$ cat src/rtl/rcvr_param.sv
// rcvr_param: parametrised serial frame receiver.
// Hunts the serial stream for HDR_PATTERN with a sliding window, shifts in a
// DATA_W-bit payload MSB-first, optionally checks one parity bit, and then
// hands the word to a parallel consumer.
//
// Handshake: ready=1 means data_out/parity_err hold an unread word. The
// consumer pulses reading for one cycle to take it. A delivery in the same
// cycle as reading wins (ready stays 1) and the old word counts as consumed.
// A delivery while ready=1 and no reading sets overrun, which stays set
// until the next reading.
module rcvr_param #(
  parameter int               HDR_W       = 8,
  parameter logic [HDR_W-1:0] HDR_PATTERN = HDR_W'(8'hA5),
  parameter int               DATA_W      = 8,
  parameter int               PARITY_EN   = 1,
  parameter int               PARITY_ODD  = 0
) (
  input  logic              clock,
  input  logic              reset_n,
  input  logic              data_in,
  input  logic              bit_valid,
  input  logic              reading,
  output logic              ready,
  output logic              overrun,
  output logic              parity_err,
  output logic [DATA_W-1:0] data_out
);

  localparam int   FILL_W = $clog2(HDR_W + 1);
  localparam int   CNT_W  = $clog2(DATA_W + 1);
  localparam logic ODD    = (PARITY_ODD != 0);

  typedef enum logic [1:0] {
    HUNT   = 2'd0,
    BODY   = 2'd1,
    PARITY = 2'd2
  } state_t;

  // FSM state; kept as a named signal so checkers can bind to it.
  state_t state;

  // Only the most recent HDR_W-1 bits need storing; the current bit completes the window.
  logic [HDR_W-2:0]  window;
  logic [FILL_W-1:0] fill;
  logic [CNT_W-1:0]  bit_cnt;
  logic [DATA_W-1:0] body_sr;

  logic [HDR_W-1:0]  window_next;
  logic [DATA_W-1:0] body_next;
  logic              hdr_match;
  logic              last_body;
  logic              parity_bad;

  assign window_next = {window, data_in};

  if (DATA_W > 1) begin : g_shift_wide
    assign body_next = {body_sr[DATA_W-2:0], data_in};
  end else begin : g_shift_one
    assign body_next = data_in;
  end

  assign hdr_match  = (fill >= FILL_W'(HDR_W - 1)) && (window_next == HDR_PATTERN);
  assign last_body  = (bit_cnt == CNT_W'(DATA_W - 1));
  assign parity_bad = ((^body_sr) ^ data_in) != ODD;

  logic              deliver;
  logic [DATA_W-1:0] deliver_word;
  logic              deliver_perr;

  // Decide whether the bit sampled at this edge completes a frame.
  always_comb begin
    deliver      = 1'b0;
    deliver_word = body_sr;
    deliver_perr = 1'b0;
    if (bit_valid) begin
      case (state)
        BODY: begin
          if (last_body && (PARITY_EN == 0)) begin
            deliver      = 1'b1;
            deliver_word = body_next;
          end
        end
        PARITY: begin
          deliver      = 1'b1;
          deliver_perr = parity_bad;
        end
        default: ;
      endcase
    end
  end

  // Frame FSM, shift registers and the registered consumer-side outputs.
  always_ff @(posedge clock) begin
    if (!reset_n) begin
      state      <= HUNT;
      window     <= '0;
      fill       <= '0;
      bit_cnt    <= '0;
      body_sr    <= '0;
      ready      <= 1'b0;
      overrun    <= 1'b0;
      parity_err <= 1'b0;
      data_out   <= '0;
    end else begin
      if (bit_valid) begin
        case (state)
          HUNT: begin
            if (hdr_match) begin
              state   <= BODY;
              bit_cnt <= '0;
              window  <= '0;
              fill    <= '0;
            end else begin
              window <= window_next[HDR_W-2:0];
              if (fill != FILL_W'(HDR_W)) fill <= fill + 1'b1;
            end
          end
          BODY: begin
            body_sr <= body_next;
            bit_cnt <= bit_cnt + 1'b1;
            if (last_body) state <= (PARITY_EN != 0) ? PARITY : HUNT;
          end
          PARITY: begin
            state <= HUNT;
          end
          default: state <= HUNT;
        endcase
      end

      if (deliver) begin
        data_out   <= deliver_word;
        parity_err <= deliver_perr;
      end

      if (deliver)      ready <= 1'b1;
      else if (reading) ready <= 1'b0;

      if (reading)               overrun <= 1'b0;
      else if (deliver && ready) overrun <= 1'b1;
    end
  end

endmodule

$ cat config.mk
export PLATFORM = sky130hd
export DESIGN_NAME = rcvr_param
export DESIGN_NICKNAME = d
export VERILOG_FILES = /design/src/rtl/rcvr_param.sv
export SDC_FILE = /design/constraint.sdc
export NUM_CORES = 1
export LEC_CHECK = 0
export BUFFER_PORTS_ARGS = -buffer_cell sky130_fd_sc_hd__buf_2
export CORE_UTILIZATION = 60
export DETAILED_ROUTE_END_ITERATION = 8
export GPL_ROUTABILITY_DRIVEN = 0
export GPL_TIMING_DRIVEN = 1
export PLACE_DENSITY = 0.9
export RECOVER_POWER = 25
export SLEW_MARGIN = 20
export SYNTH_ARGS = -nofsm -noshare
export SYNTH_HDL_FRONTEND = slang
export SYNTH_SLANG_ARGS = --single-unit
$ cat constraint.sdc
create_clock -name clock -period 2.21 [get_ports clock]
set_input_delay 0.442 -clock clock [delete_from_list [all_inputs] [get_ports clock]]
set_output_delay 0.442 -clock clock [all_outputs]
set_load 0.02 [all_outputs]
# Yosys cells after proc, flatten, opt, wreduce, memory -nomap -nowiden
# Index checks and enable logic that the tools add are counted.
dict set report op_classes {
  addsub 2
  eq_ne 7
  n_mux 14
  bitwise 2
  order_cmp 1
  n_reduce_logical 13
}
# cell count
set op_table {}
lappend op_table {{$mux W4} 3}
lappend op_table {{$reduce_and A3 Y1} 3}
lappend op_table {{$add A4 B1 Y4 const B} 2}
lappend op_table {{$eq A8 B8 Y1 const B} 1}
lappend op_table {{$pmux W4 S2} 1}
lappend op_table {{$reduce_xor A8 Y1} 1}
lappend op_table {{$mux W7} 1}
lappend op_table {{$mux W1} 6}
lappend op_table {{$reduce_bool A2 Y1} 3}
lappend op_table {{$eq A4 B3 Y1 const B} 1}
lappend op_table {{$ge A4 B3 Y1 const B} 1}
lappend op_table {{$mux W2} 2}
lappend op_table {{$ne A2 B2 Y1 const B} 2}
lappend op_table {{$ne A4 B4 Y1 const B} 1}
lappend op_table {{$pmux W2 S2} 1}
lappend op_table {{$reduce_and A2 Y1} 2}
lappend op_table {{$eq A2 B1 Y1 const B} 1}
lappend op_table {{$eq A2 B2 Y1 const B} 1}
lappend op_table {{$logic_and A1 B1 Y1} 2}
lappend op_table {{$logic_not A2 Y1} 1}
lappend op_table {{$reduce_or A2 Y1} 1}
lappend op_table {{$not A1 Y1} 1}
lappend op_table {{$xor A1 B1 Y1} 1}
dict set report word_totals {
  regBits 36
  elab_cells 48
  in_bits 5
}

# Depth between registers and ports, before layout
# Gate-level depths: netlist (run 1).
dict set report logic_depth {
  depth_word 4
  ltp_mapped 6
  ltp_nobuf 6
}

# Worst setup path after synthesis (run 1)
# Ideal clock, no wire load.
dict set report synth_path {
  path_type {input-to-reg}
  startpoint {input data_in}
  endpoint {register bit_cnt[2]}
  t_required_ps 2144
  path_stages 4
  t_arrival_ps 1293
  n_path_buf 0
  slack_ps 851
  path_cell_list {and4b_1 > a31oi_2 > or3_1 > a21oi_2}
}
dict set report synth_between {
  elab_chain_len 4
}
# element line_no
set synth_lines {}
lappend synth_lines {{start, declared} 20} ;# input logic data_in,
lappend synth_lines {{$eq A8 B8 Y1} 62} ;# assign hdr_match = (fill >= FILL_W'(HDR_W - 1)) && (window_next == HDR_PATTERN);
lappend synth_lines {{$logic_and A1 B1 Y1} 62}
lappend synth_lines {{$ne A2 B2 Y1 (no line)} -}
lappend synth_lines {{$reduce_and A3 Y1 (no line)} -}
lappend synth_lines {{end signal, assigned} 120} ;# bit_cnt <= bit_cnt + 1'b1;
lappend synth_lines {{end, declared} 45} ;# logic [CNT_W-1:0] bit_cnt;
# Every way passes these cells.
# A chain may end at the register's enable or synchronous reset.

# Final worst setup path (run 1)
dict set report layout_path {
  startpoint {register state[1]}
  endpoint {register window[1]}
}
dict set report layout_between {
  elab_chain_len 2
}
# element line_no
set layout_lines {}
lappend layout_lines {{start, declared} 40} ;# state_t state;
lappend layout_lines {{start signal, assigned} 121} ;# if (last_body) state <= (PARITY_EN != 0) ? PARITY : HUNT;
lappend layout_lines {{$logic_not A2 Y1} 106} ;# case (state)
lappend layout_lines {{$reduce_and A2 Y1 (no line)} -}
lappend layout_lines {{end signal, assigned} 114} ;# window <= window_next[HDR_W-2:0];
lappend layout_lines {{end, declared} 43} ;# logic [HDR_W-2:0] window;
# Every way passes these cells.

==> report_table.html, run 1 <==
<table>
<tr><th>Metric</th><th>Value</th></tr>
<tr><th colspan="2">Status</th></tr>
<tr><td>Run status</td><td>finished clean</td></tr>
<tr><th colspan="2">Power</th></tr>
<tr><td>Overall power of the completed layout</td><td>1.036 mW</td></tr>
<tr><td>Part of the power in registers</td><td>63.8%</td></tr>
<tr><td>Clock network fraction of total power</td><td>31.0%</td></tr>
<tr><td>Fraction of power spent switching nets</td><td>23.15%</td></tr>
<tr><td>LEAKAGE</td><td>0.7499 nW</td></tr>
<tr><td>Pwr Density</td><td>598.3 nW/µm²</td></tr>
<tr><td>Comb pwr share</td><td>5.3%</td></tr>
<tr><td>Cell internal power dissipation</td><td>0.7962 mW</td></tr>
<tr><td>Switching power total</td><td>0.2398 mW</td></tr>
<tr><td>Worst supply voltage drop on vdd</td><td>0.5690 mV</td></tr>
<tr><th colspan="2">Final layout</th></tr>
<tr><td>Non-Filler Instances</td><td>210</td></tr>
<tr><td>Area grow syn2layout</td><td>8.464%</td></tr>
<tr><td>Net count reported at finish</td><td>188</td></tr>
<tr><td>Number of inserted diodes</td><td>0</td></tr>
<tr><td>Final design area excluding fillers</td><td>1732 µm²</td></tr>
<tr><td>Fraction of final layout cells sized beyond drive strength 1</td><td>16.67%</td></tr>
<tr><td>Utilization after layout</td><td>69.27%</td></tr>
<tr><th colspan="2">Placed design</th></tr>
<tr><td>DP HPWL</td><td>2079 µm</td></tr>
<tr><td>Placement Cell Area</td><td>1689 µm²</td></tr>
<tr><td>Cell total after placement</td><td>203</td></tr>
<tr><td>Count of buffers from port buffering</td><td>15</td></tr>
<tr><td>Pre-CTS setup slack</td><td>381.3 ps</td></tr>
<tr><th colspan="2">Floorplan</th></tr>
<tr><td>Die span in x</td><td>53.59 µm</td></tr>
<tr><td>Initial cell density of the core</td><td>63.86%</td></tr>
<tr><td>I/O pin total</td><td>16</td></tr>
<tr><td>Cell row count</td><td>18</td></tr>
<tr><td>Core area</td><td>2500 µm²</td></tr>
<tr><td>Floorplan die area</td><td>2871 µm²</td></tr>
<tr><td>Die Y</td><td>53.59 µm</td></tr>
<tr><th colspan="2">STA</th></tr>
<tr><td>Post-route fraction of the period consumed by the critical path</td><td>73.34%</td></tr>
<tr><td>Count of final setup violators</td><td>0</td></tr>
<tr><td>Hold slack</td><td>266.8 ps</td></tr>
<tr><td>Maximum clock skew at final layout</td><td>4.376 ps</td></tr>
<tr><td>Slew @ Worst Pin</td><td>590.1 ps</td></tr>
<tr><td>Highest Clock Rate</td><td>617.0 MHz</td></tr>
<tr><td>Total Neg Setup Slack</td><td>0 ps</td></tr>
<tr><td>Post-layout min period</td><td>1621 ps</td></tr>
<tr><td>Max-slew violation count</td><td>0</td></tr>
<tr><td>Number of hold violations in the final report</td><td>0</td></tr>
<tr><td>Relative slew slack</td><td>60.66%</td></tr>
<tr><td>Setup repair after global routing missed its margin</td><td>false</td></tr>
<tr><td>Final setup slack of the worst path</td><td>589.3 ps</td></tr>
<tr><th colspan="2">Critical path</th></tr>
<tr><td>Most frequent cell on the critical path</td><td>nor2b_1</td></tr>
<tr><td>Worst-path maximum fanout</td><td>7</td></tr>
<tr><td>Data arrival time of the worst path</td><td>1860 ps</td></tr>
<tr><td>Critical path class</td><td>flop to flop</td></tr>
<tr><td>Cells traversed along the worst timing path</td><td>nor2b_1 -&gt; nand2b_1 -&gt; mux2i_1 -&gt; nor2b_1</td></tr>
<tr><td>Critical path launch point type</td><td>flop</td></tr>
<tr><td>Required time worst endpoint</td><td>2450 ps</td></tr>
<tr><td>Critical Path Sink Type</td><td>flop</td></tr>
<tr><td>Critical-path top delay cell</td><td>nor2b_1</td></tr>
<tr><td>Max stage delay on crit path</td><td>450 ps</td></tr>
<tr><th colspan="2">Global route</th></tr>
<tr><td>Sum of overflow across all layers after global routing</td><td>0</td></tr>
<tr><td>Global-route wire length before repair</td><td>4595 µm</td></tr>
<tr><td>Vias in the first global route</td><td>1055</td></tr>
<tr><td>Total global routing track utilization</td><td>23.26%</td></tr>
<tr><td>Initial antenna violation count</td><td>0</td></tr>
<tr><td>Maximum number of pins on one net before global-route repair</td><td>26</td></tr>
<tr><th colspan="2">Logic synthesis</th></tr>
<tr><td>Sequential area share after synthesis</td><td>45.14%</td></tr>
<tr><td>Most common cell in the synthesized netlist</td><td>dfxtp_1</td></tr>
<tr><td>Cell types with the highest counts after synthesis</td><td>dfxtp_1 (36), nand2_1 (20), mux2i_1 (16)</td></tr>
<tr><td>Prevailing post-synth register cell</td><td>dfxtp_1</td></tr>
<tr><td>Post-synth design cell area</td><td>1597 µm²</td></tr>
<tr><td>Syn_area_per_cell</td><td>9.735 µm²</td></tr>
<tr><td>Fraction of post-synthesis cell area in the top cell type by area</td><td>45.14%</td></tr>
<tr><td>Number of warning messages in the yosys log</td><td>0</td></tr>
<tr><td>Post-synth net total</td><td>172</td></tr>
<tr><td>Top cells by area, synth</td><td>dfxtp_1 (45%), mux2i_1 (10%), a21boi_0 (4.7%), nand2_1 (4.7%), nor2b_1 (4.3%)</td></tr>
<tr><td>Number of register bits inferred by synthesis</td><td>36</td></tr>
<tr><td>Synth async-reset ratio</td><td>0%</td></tr>
<tr><td>Dominant cell type by area after synthesis</td><td>dfxtp_1</td></tr>
<tr><td>EDFF count, synth</td><td>0</td></tr>
<tr><td>Number of instances in the synthesized netlist</td><td>164</td></tr>
<tr><td>Distinct cells, synth</td><td>33</td></tr>
<tr><th colspan="2">Routing</th></tr>
<tr><td>Routed WL</td><td>2863 µm</td></tr>
<tr><td>Routed vias/inst</td><td>5.567</td></tr>
<tr><td>Routed wire length per instance</td><td>13.63 µm</td></tr>
<tr><td>Vias after detailed routing</td><td>1169</td></tr>
<tr><td>DRC Markers</td><td>0</td></tr>
<tr><td>First-pass iteration count of the detailed router</td><td>4</td></tr>
<tr><td>Post-route ant nets</td><td>0</td></tr>
<tr><td>Number of violations reported at the end of detailed-routing iteration 0</td><td>27</td></tr>
<tr><th colspan="2">Clock network</th></tr>
<tr><td>Worst-case clock buffer depth</td><td>2</td></tr>
<tr><td>Setup bufs post-CTS</td><td>0</td></tr>
<tr><td>Cts hold-fix bufs</td><td>0</td></tr>
<tr><td>Number of levels the H-tree was split into</td><td>2</td></tr>
<tr><td>CTS tree</td><td>done</td></tr>
<tr><td>Num Clock Sinks</td><td>36</td></tr>
<tr><td>Worst-path clk slew</td><td>100 ps</td></tr>
<tr><td>Later-pin clock latency in the skew report</td><td>340 ps</td></tr>
<tr><td>Number of buffers inserted during clock tree synthesis</td><td>5</td></tr>
<tr><td>Clock tree root driver cell</td><td>clkbuf_4</td></tr>
<tr><td>Resized Gates After CTS</td><td>0</td></tr>
<tr><th colspan="2">Hold path</th></tr>
<tr><td>Class of the most critical hold timing path</td><td>primary input to flop</td></tr>
<tr><th colspan="2">Run</th></tr>
<tr><td>Count of maximum capacitance violations</td><td>0</td></tr>
</table>
cells in the final DEF, fill, tap and decap left out, drive strengths merged, types with 2 or more instances in the layout:
| master | netlist | routed |
|---|---|---|
| nand2 | 21 | 21 |
| nor3b | 2 | 2 |
| nand2b | 3 | 3 |
| nand4 | 2 | 2 |
| inv | 3 | 3 |
| buf | 4 | 16 |
| a21boi | 10 | 10 |
| or3 | 2 | 2 |
| a21oi | 4 | 4 |
| nor2 | 12 | 12 |
| dfxtp | 36 | 36 |
| ha | 3 | 3 |
| or2 | 2 | 2 |
| xor2 | 4 | 4 |
| o21ai | 5 | 5 |
| clkbuf | 4 | 7 |
| nor2b | 11 | 11 |
| xnor2 | 4 | 4 |
| o211ai | 3 | 3 |
| mux2i | 16 | 16 |
| nand3 | 3 | 3 |
critical path: cells and delay by family (launching register included):
kind	cells	cell delay [ps]
AND/OR/NAND/NOR	3	870
multiplexers	1	270
flip-flops	1	380
layout make-up:
cell class	instances	area [µm²]
fill	197	768.2
timing repair buffer	17	86.33
sequential	36	720.7
clock inverter	1	5.005
inverter	3	11.26
tap	30	37.54
clock buffer	6	41.29
multi-input combinational	117	829.5
cells by family after synthesis:
group	synth area share, %
xor+xnor	5.799
mux	10.74
flops	45.14
fa+ha+maj	2.351
compound gates	11.91
buf+inv	2.899
simple gates	21.16
state kept, by name, indices dropped and copies added, names as in the netlist:
signal	flops
body_sr	8
overrun	1
data_out	8
ready	1
bit_cnt	4
window	7
state	2
parity_err	1
fill	4
path summary, 6_finish.rpt:
kind          startpoint           to  slack [ps]  cells after the start
min reg2reg  data_out[6]  data_out[6]         460                      2
min              reading      overrun         270                      2
max             state[1]    window[1]         590                      4
max reg2reg     state[1]    window[1]         590                      4
metal layers:
| metal | share of wire [%] | routed length [µm] | GRT usage, % |
|---|---|---|---|
| met2 | 50 | 1434 | 39.58 |
| met1 | 45 | 1293 | 25.74 |
| met5 | 0 | 0 | 0 |
| met4 | 1.5 | 44 | 9.211 |
| met3 | 3.2 | 91 | 9.322 |
power groups by stage:
| stage | sequential (mW) | clock, mW | combinational, mW |
|---|---|---|---|
| 5_1_grt | 0.662 | 0.357 | 0.0606 |
| 6_report | 0.661 | 0.321 | 0.0547 |
| 4_1_cts | 0.661 | 0.325 | 0.0551 |
| 3_3_place_gp | 0.675 | 0 | 0.0511 |
| 2_1_floorplan | 0.674 | 0 | 0.0412 |
| 3_5_place_dp | 0.675 | 0 | 0.0551 |
(Power assumes the default switching activity.)
==> run 2: changes to the inputs <==
--- a/config.mk
+++ b/config.mk
@@ -6,11 +6,11 @@
 export NUM_CORES = 1
 export LEC_CHECK = 0
 export BUFFER_PORTS_ARGS = -buffer_cell sky130_fd_sc_hd__buf_2
-export CORE_UTILIZATION = 60
+export CORE_UTILIZATION = 51
 export DETAILED_ROUTE_END_ITERATION = 8
 export GPL_ROUTABILITY_DRIVEN = 0
 export GPL_TIMING_DRIVEN = 1
-export PLACE_DENSITY = 0.9
+export PLACE_DENSITY = 0.82
 export RECOVER_POWER = 25
 export SLEW_MARGIN = 20
 export SYNTH_ARGS = -nofsm -noshare
==> constraint.sdc (replaced) <==
create_clock -name clock -period 1.35 [get_ports clock]
set_input_delay 0.27 -clock clock [delete_from_list [all_inputs] [get_ports clock]]
set_output_delay 0.27 -clock clock [all_outputs]
set_load 0.02 [all_outputs]
==> report_table.html, run 2 (synthesis gave the netlist of run 1 again) <==
<table>
<tr><th>Metric</th><th>Value</th></tr>
<tr><th colspan="2">STA</th></tr>
<tr><td>Total Neg Setup Slack</td><td>-9.357 ps (was 0 ps)</td></tr>
<tr><td>Highest Clock Rate</td><td>737.5 MHz (was 617.0 MHz)</td></tr>
<tr><td>Number of hold violations in the final report</td><td>0 (unchanged)</td></tr>
<tr><td>Post-route fraction of the period consumed by the critical path</td><td>100.4% (was 73.34%)</td></tr>
<tr><td>Relative slew slack</td><td>79.01% (was 60.66%)</td></tr>
<tr><td>Maximum clock skew at final layout</td><td>7.425 ps (was 4.376 ps)</td></tr>
<tr><td>Post-layout min period</td><td>1356 ps (was 1621 ps)</td></tr>
<tr><td>Setup repair after global routing missed its margin</td><td>true (was false)</td></tr>
<tr><td>Max-slew violation count</td><td>0 (unchanged)</td></tr>
<tr><td>Final setup slack of the worst path</td><td>-5.906 ps (was 589.3 ps)</td></tr>
<tr><td>Count of final setup violators</td><td>2 (was 0)</td></tr>
<tr><td>Slew @ Worst Pin</td><td>313.5 ps (was 590.1 ps)</td></tr>
<tr><th colspan="2">Clock network</th></tr>
<tr><td>Later-pin clock latency in the skew report</td><td>340 ps (about the same)</td></tr>
<tr><td>Clock tree root driver cell</td><td>clkbuf_4 (unchanged)</td></tr>
<tr><td>Worst-case clock buffer depth</td><td>2 (unchanged)</td></tr>
<tr><td>CTS tree</td><td>done (unchanged)</td></tr>
<tr><td>Worst-path clk slew</td><td>100 ps (about the same)</td></tr>
<tr><td>Num Clock Sinks</td><td>36 (unchanged)</td></tr>
<tr><td>Number of levels the H-tree was split into</td><td>2 (unchanged)</td></tr>
<tr><td>Number of buffers inserted during clock tree synthesis</td><td>5 (unchanged)</td></tr>
<tr><th colspan="2">Power</th></tr>
<tr><td>LEAKAGE</td><td>0.8004 nW (was 0.7499 nW)</td></tr>
<tr><td>Pwr Density</td><td>937.8 nW/µm² (was 598.3 nW/µm²)</td></tr>
<tr><td>Worst supply voltage drop on vdd</td><td>0.6296 mV (was 0.5690 mV)</td></tr>
<tr><th colspan="2">Critical path</th></tr>
<tr><td>Critical path class</td><td>flop to flop (unchanged)</td></tr>
<tr><td>Critical path launch point type</td><td>flop (unchanged)</td></tr>
<tr><td>Data arrival time of the worst path</td><td>1640 ps (was 1860 ps)</td></tr>
<tr><td>Max stage delay on crit path</td><td>380 ps (was 450 ps)</td></tr>
<tr><td>Cells traversed along the worst timing path</td><td>nor2b_1 -&gt; buf_4 -&gt; nand4_1 -&gt; or3_1 -&gt; a21oi_2 (was nor2b_1 -&gt; nand2b_1 -&gt; mux2i_1 -&gt; nor2b_1)</td></tr>
<tr><td>Critical Path Sink Type</td><td>flop (unchanged)</td></tr>
<tr><td>Worst-path maximum fanout</td><td>6 (was 7)</td></tr>
<tr><td>Required time worst endpoint</td><td>1640 ps (was 2450 ps)</td></tr>
<tr><td>Critical-path top delay cell</td><td>dfxtp_4 (was nor2b_1)</td></tr>
<tr><td>Reg2Reg Launch Point</td><td>state[1] (unchanged)</td></tr>
<tr><td>Crit path launch</td><td>state[1] (unchanged)</td></tr>
<tr><th colspan="2">Routing</th></tr>
<tr><td>Vias after detailed routing</td><td>1201 (was 1169)</td></tr>
<tr><td>Number of violations reported at the end of detailed-routing iteration 0</td><td>27 (unchanged)</td></tr>
<tr><td>Routed WL</td><td>3038 µm (was 2863 µm)</td></tr>
<tr><td>First-pass iteration count of the detailed router</td><td>6 (was 4)</td></tr>
<tr><td>Routed wire length per instance</td><td>13.68 µm (was 13.63 µm)</td></tr>
<tr><td>DRC Markers</td><td>1 (was 0)</td></tr>
<tr><td>Routed vias/inst</td><td>5.410 (was 5.567)</td></tr>
<tr><td>Post-route ant nets</td><td>0 (unchanged)</td></tr>
<tr><th colspan="2">Final layout</th></tr>
<tr><td>Number of inserted diodes</td><td>0 (unchanged)</td></tr>
<tr><td>Sequential cell area</td><td>737.0 µm² (was 720.7 µm²)</td></tr>
<tr><td>Utilization after layout</td><td>67.37% (was 69.27%)</td></tr>
<tr><td>Number of fillers in the final layout</td><td>236 (was 197)</td></tr>
<tr><td>Net count reported at finish</td><td>198 (was 188)</td></tr>
<tr><td>Area grow syn2layout</td><td>20.38% (was 8.464%)</td></tr>
<tr><td>Footprint of the multi-input gates</td><td>905.9 µm² (was 829.5 µm²)</td></tr>
<tr><td>Top library cells by usage in the layout, fill and taps aside</td><td>dfxtp_1 (25), nand2_1 (20), mux2i_1 (16) (was dfxtp_1 (36), nand2_1 (20), mux2i_1 (16))</td></tr>
<tr><td>Commonest non-fill, non-tap cell in the layout</td><td>dfxtp_1 (unchanged)</td></tr>
<tr><td>Biggest regs</td><td>body_sr x8, data_out x8, window x7 (unchanged)</td></tr>
<tr><td>Fraction of final layout cells sized beyond drive strength 1</td><td>28.27% (was 16.67%)</td></tr>
<tr><th colspan="2">Global route</th></tr>
<tr><td>Total global routing track utilization</td><td>20.77% (was 23.26%)</td></tr>
<tr><td>Global-route wire length before repair</td><td>5147 µm (was 4595 µm)</td></tr>
<tr><td>Vias in the first global route</td><td>1176 (was 1055)</td></tr>
<tr><td>Sum of overflow across all layers after global routing</td><td>0 (unchanged)</td></tr>
<tr><td>Initial antenna violation count</td><td>0 (unchanged)</td></tr>
<tr><td>Maximum number of pins on one net before global-route repair</td><td>26 (unchanged)</td></tr>
<tr><th colspan="2">Hold path</th></tr>
<tr><td>Class of the most critical hold timing path</td><td>primary input to flop (unchanged)</td></tr>
<tr><td>Hold wc startpoint</td><td>reading (unchanged)</td></tr>
<tr><th colspan="2">Placed design</th></tr>
<tr><td>Count of buffers from port buffering</td><td>15 (unchanged)</td></tr>
<tr><td>DP HPWL</td><td>2015 µm (was 2079 µm)</td></tr>
<tr><th colspan="2">Status</th></tr>
<tr><td>Violated checks</td><td>DRC, setup timing</td></tr>
<tr><td>Run status</td><td>finished with violations (was finished clean)</td></tr>
<tr><th colspan="2">Floorplan</th></tr>
<tr><td>Floorplan die area</td><td>3358 µm² (was 2871 µm²)</td></tr>
<tr><td>Cell row count</td><td>19 (was 18)</td></tr>
<tr><td>Die span in x</td><td>57.95 µm (was 53.59 µm)</td></tr>
<tr><td>Die Y</td><td>57.95 µm (was 53.59 µm)</td></tr>
<tr><td>I/O pin total</td><td>16 (unchanged)</td></tr>
<tr><td>Initial cell density of the core</td><td>55.96% (was 63.86%)</td></tr>
<tr><td>Core area</td><td>2853 µm² (was 2500 µm²)</td></tr>
<tr><th colspan="2">Run</th></tr>
<tr><td>Count of maximum capacitance violations</td><td>0 (unchanged)</td></tr>
</table>
[run 2: cell count changes in the layout (fill, tap and decap cells not counted), moves of 4 or more]
cell	before	now
clkbuf_1	2	8
buf_4	1	11
dfxtp_1	36	25
buf_2	15	9
o21ai_0	5	0
dfxtp_2	0	10
o21ai_1	0	4
[run 2: timing repair]
item | CTS | global route
gates resized for setup | 9 | 22
setup endpoints to repair | 5 | 16
hold buffers | 0 | 0
pin swaps | 5 | 4
buffers inserted | 1 | 0
[run 2: power breakdown]
group | total, mW | switching, mW | internal, mW
Clock | 0.594 | 0.337 | 0.257
Combinational | 0.124 | 0.0602 | 0.0640
Sequential | 1.08 | 0.0131 | 1.07
[run 2: metrics by stage]
stage / instance area (µm²) / hold WS, ps / worst slack (ps) / total power, mW / std cells
final: 1922 / 97.26 / -5.906 / 1.802 / 222
after global routing: 1922 / 77.83 / -58.91 / 1.881 / 222
after CTS: 1852 / 79.67 / 3.991 / 1.817 / 222
after detailed placement: 1770 / 449.8 / -21.34 / 1.216 / 213
after global placement: 1770 / 440.2 / 23.88 / 1.210 / 213
after floorplan: 1597 / 346.1 / 1.529 / 1.171 / 164
[run 2: cell type report]
cell class,instances,share of cell area (%)
sequential,36,38.35
clock buffer,8,3.060
tap,31,2.018
multi-input combinational,117,47.14
timing repair buffer,27,8.854
inverter,3,0.5859
[run 2: worst max-delay path: cells and delay by family, from the launching register on]
kind | cells | cell delay (ps)
buf+inv | 1 | 180
flops | 1 | 380
simple gates | 3 | 620
compound gates | 1 | 130
[run 2: path summary, 6_finish.rpt]
path,to,slack (ps),depth (start not counted)
setup / recovery,bit_cnt[3],-6,5
hold / removal,overrun,100,2
setup reg to reg,bit_cnt[3],-6,5
hold reg to reg,data_out[7],460,2
[run 2: metal layers]
metal / vias to the layer above / part of all wire, % / track usage [%]
met5: - / 0 / 0
met4: 0 / 2.8 / 13.27
met3: 9 / 3.6 / 4.688
met2: 23 / 48 / 34.65
met1: 562 / 46 / 24.01
li1: 607 / - / -
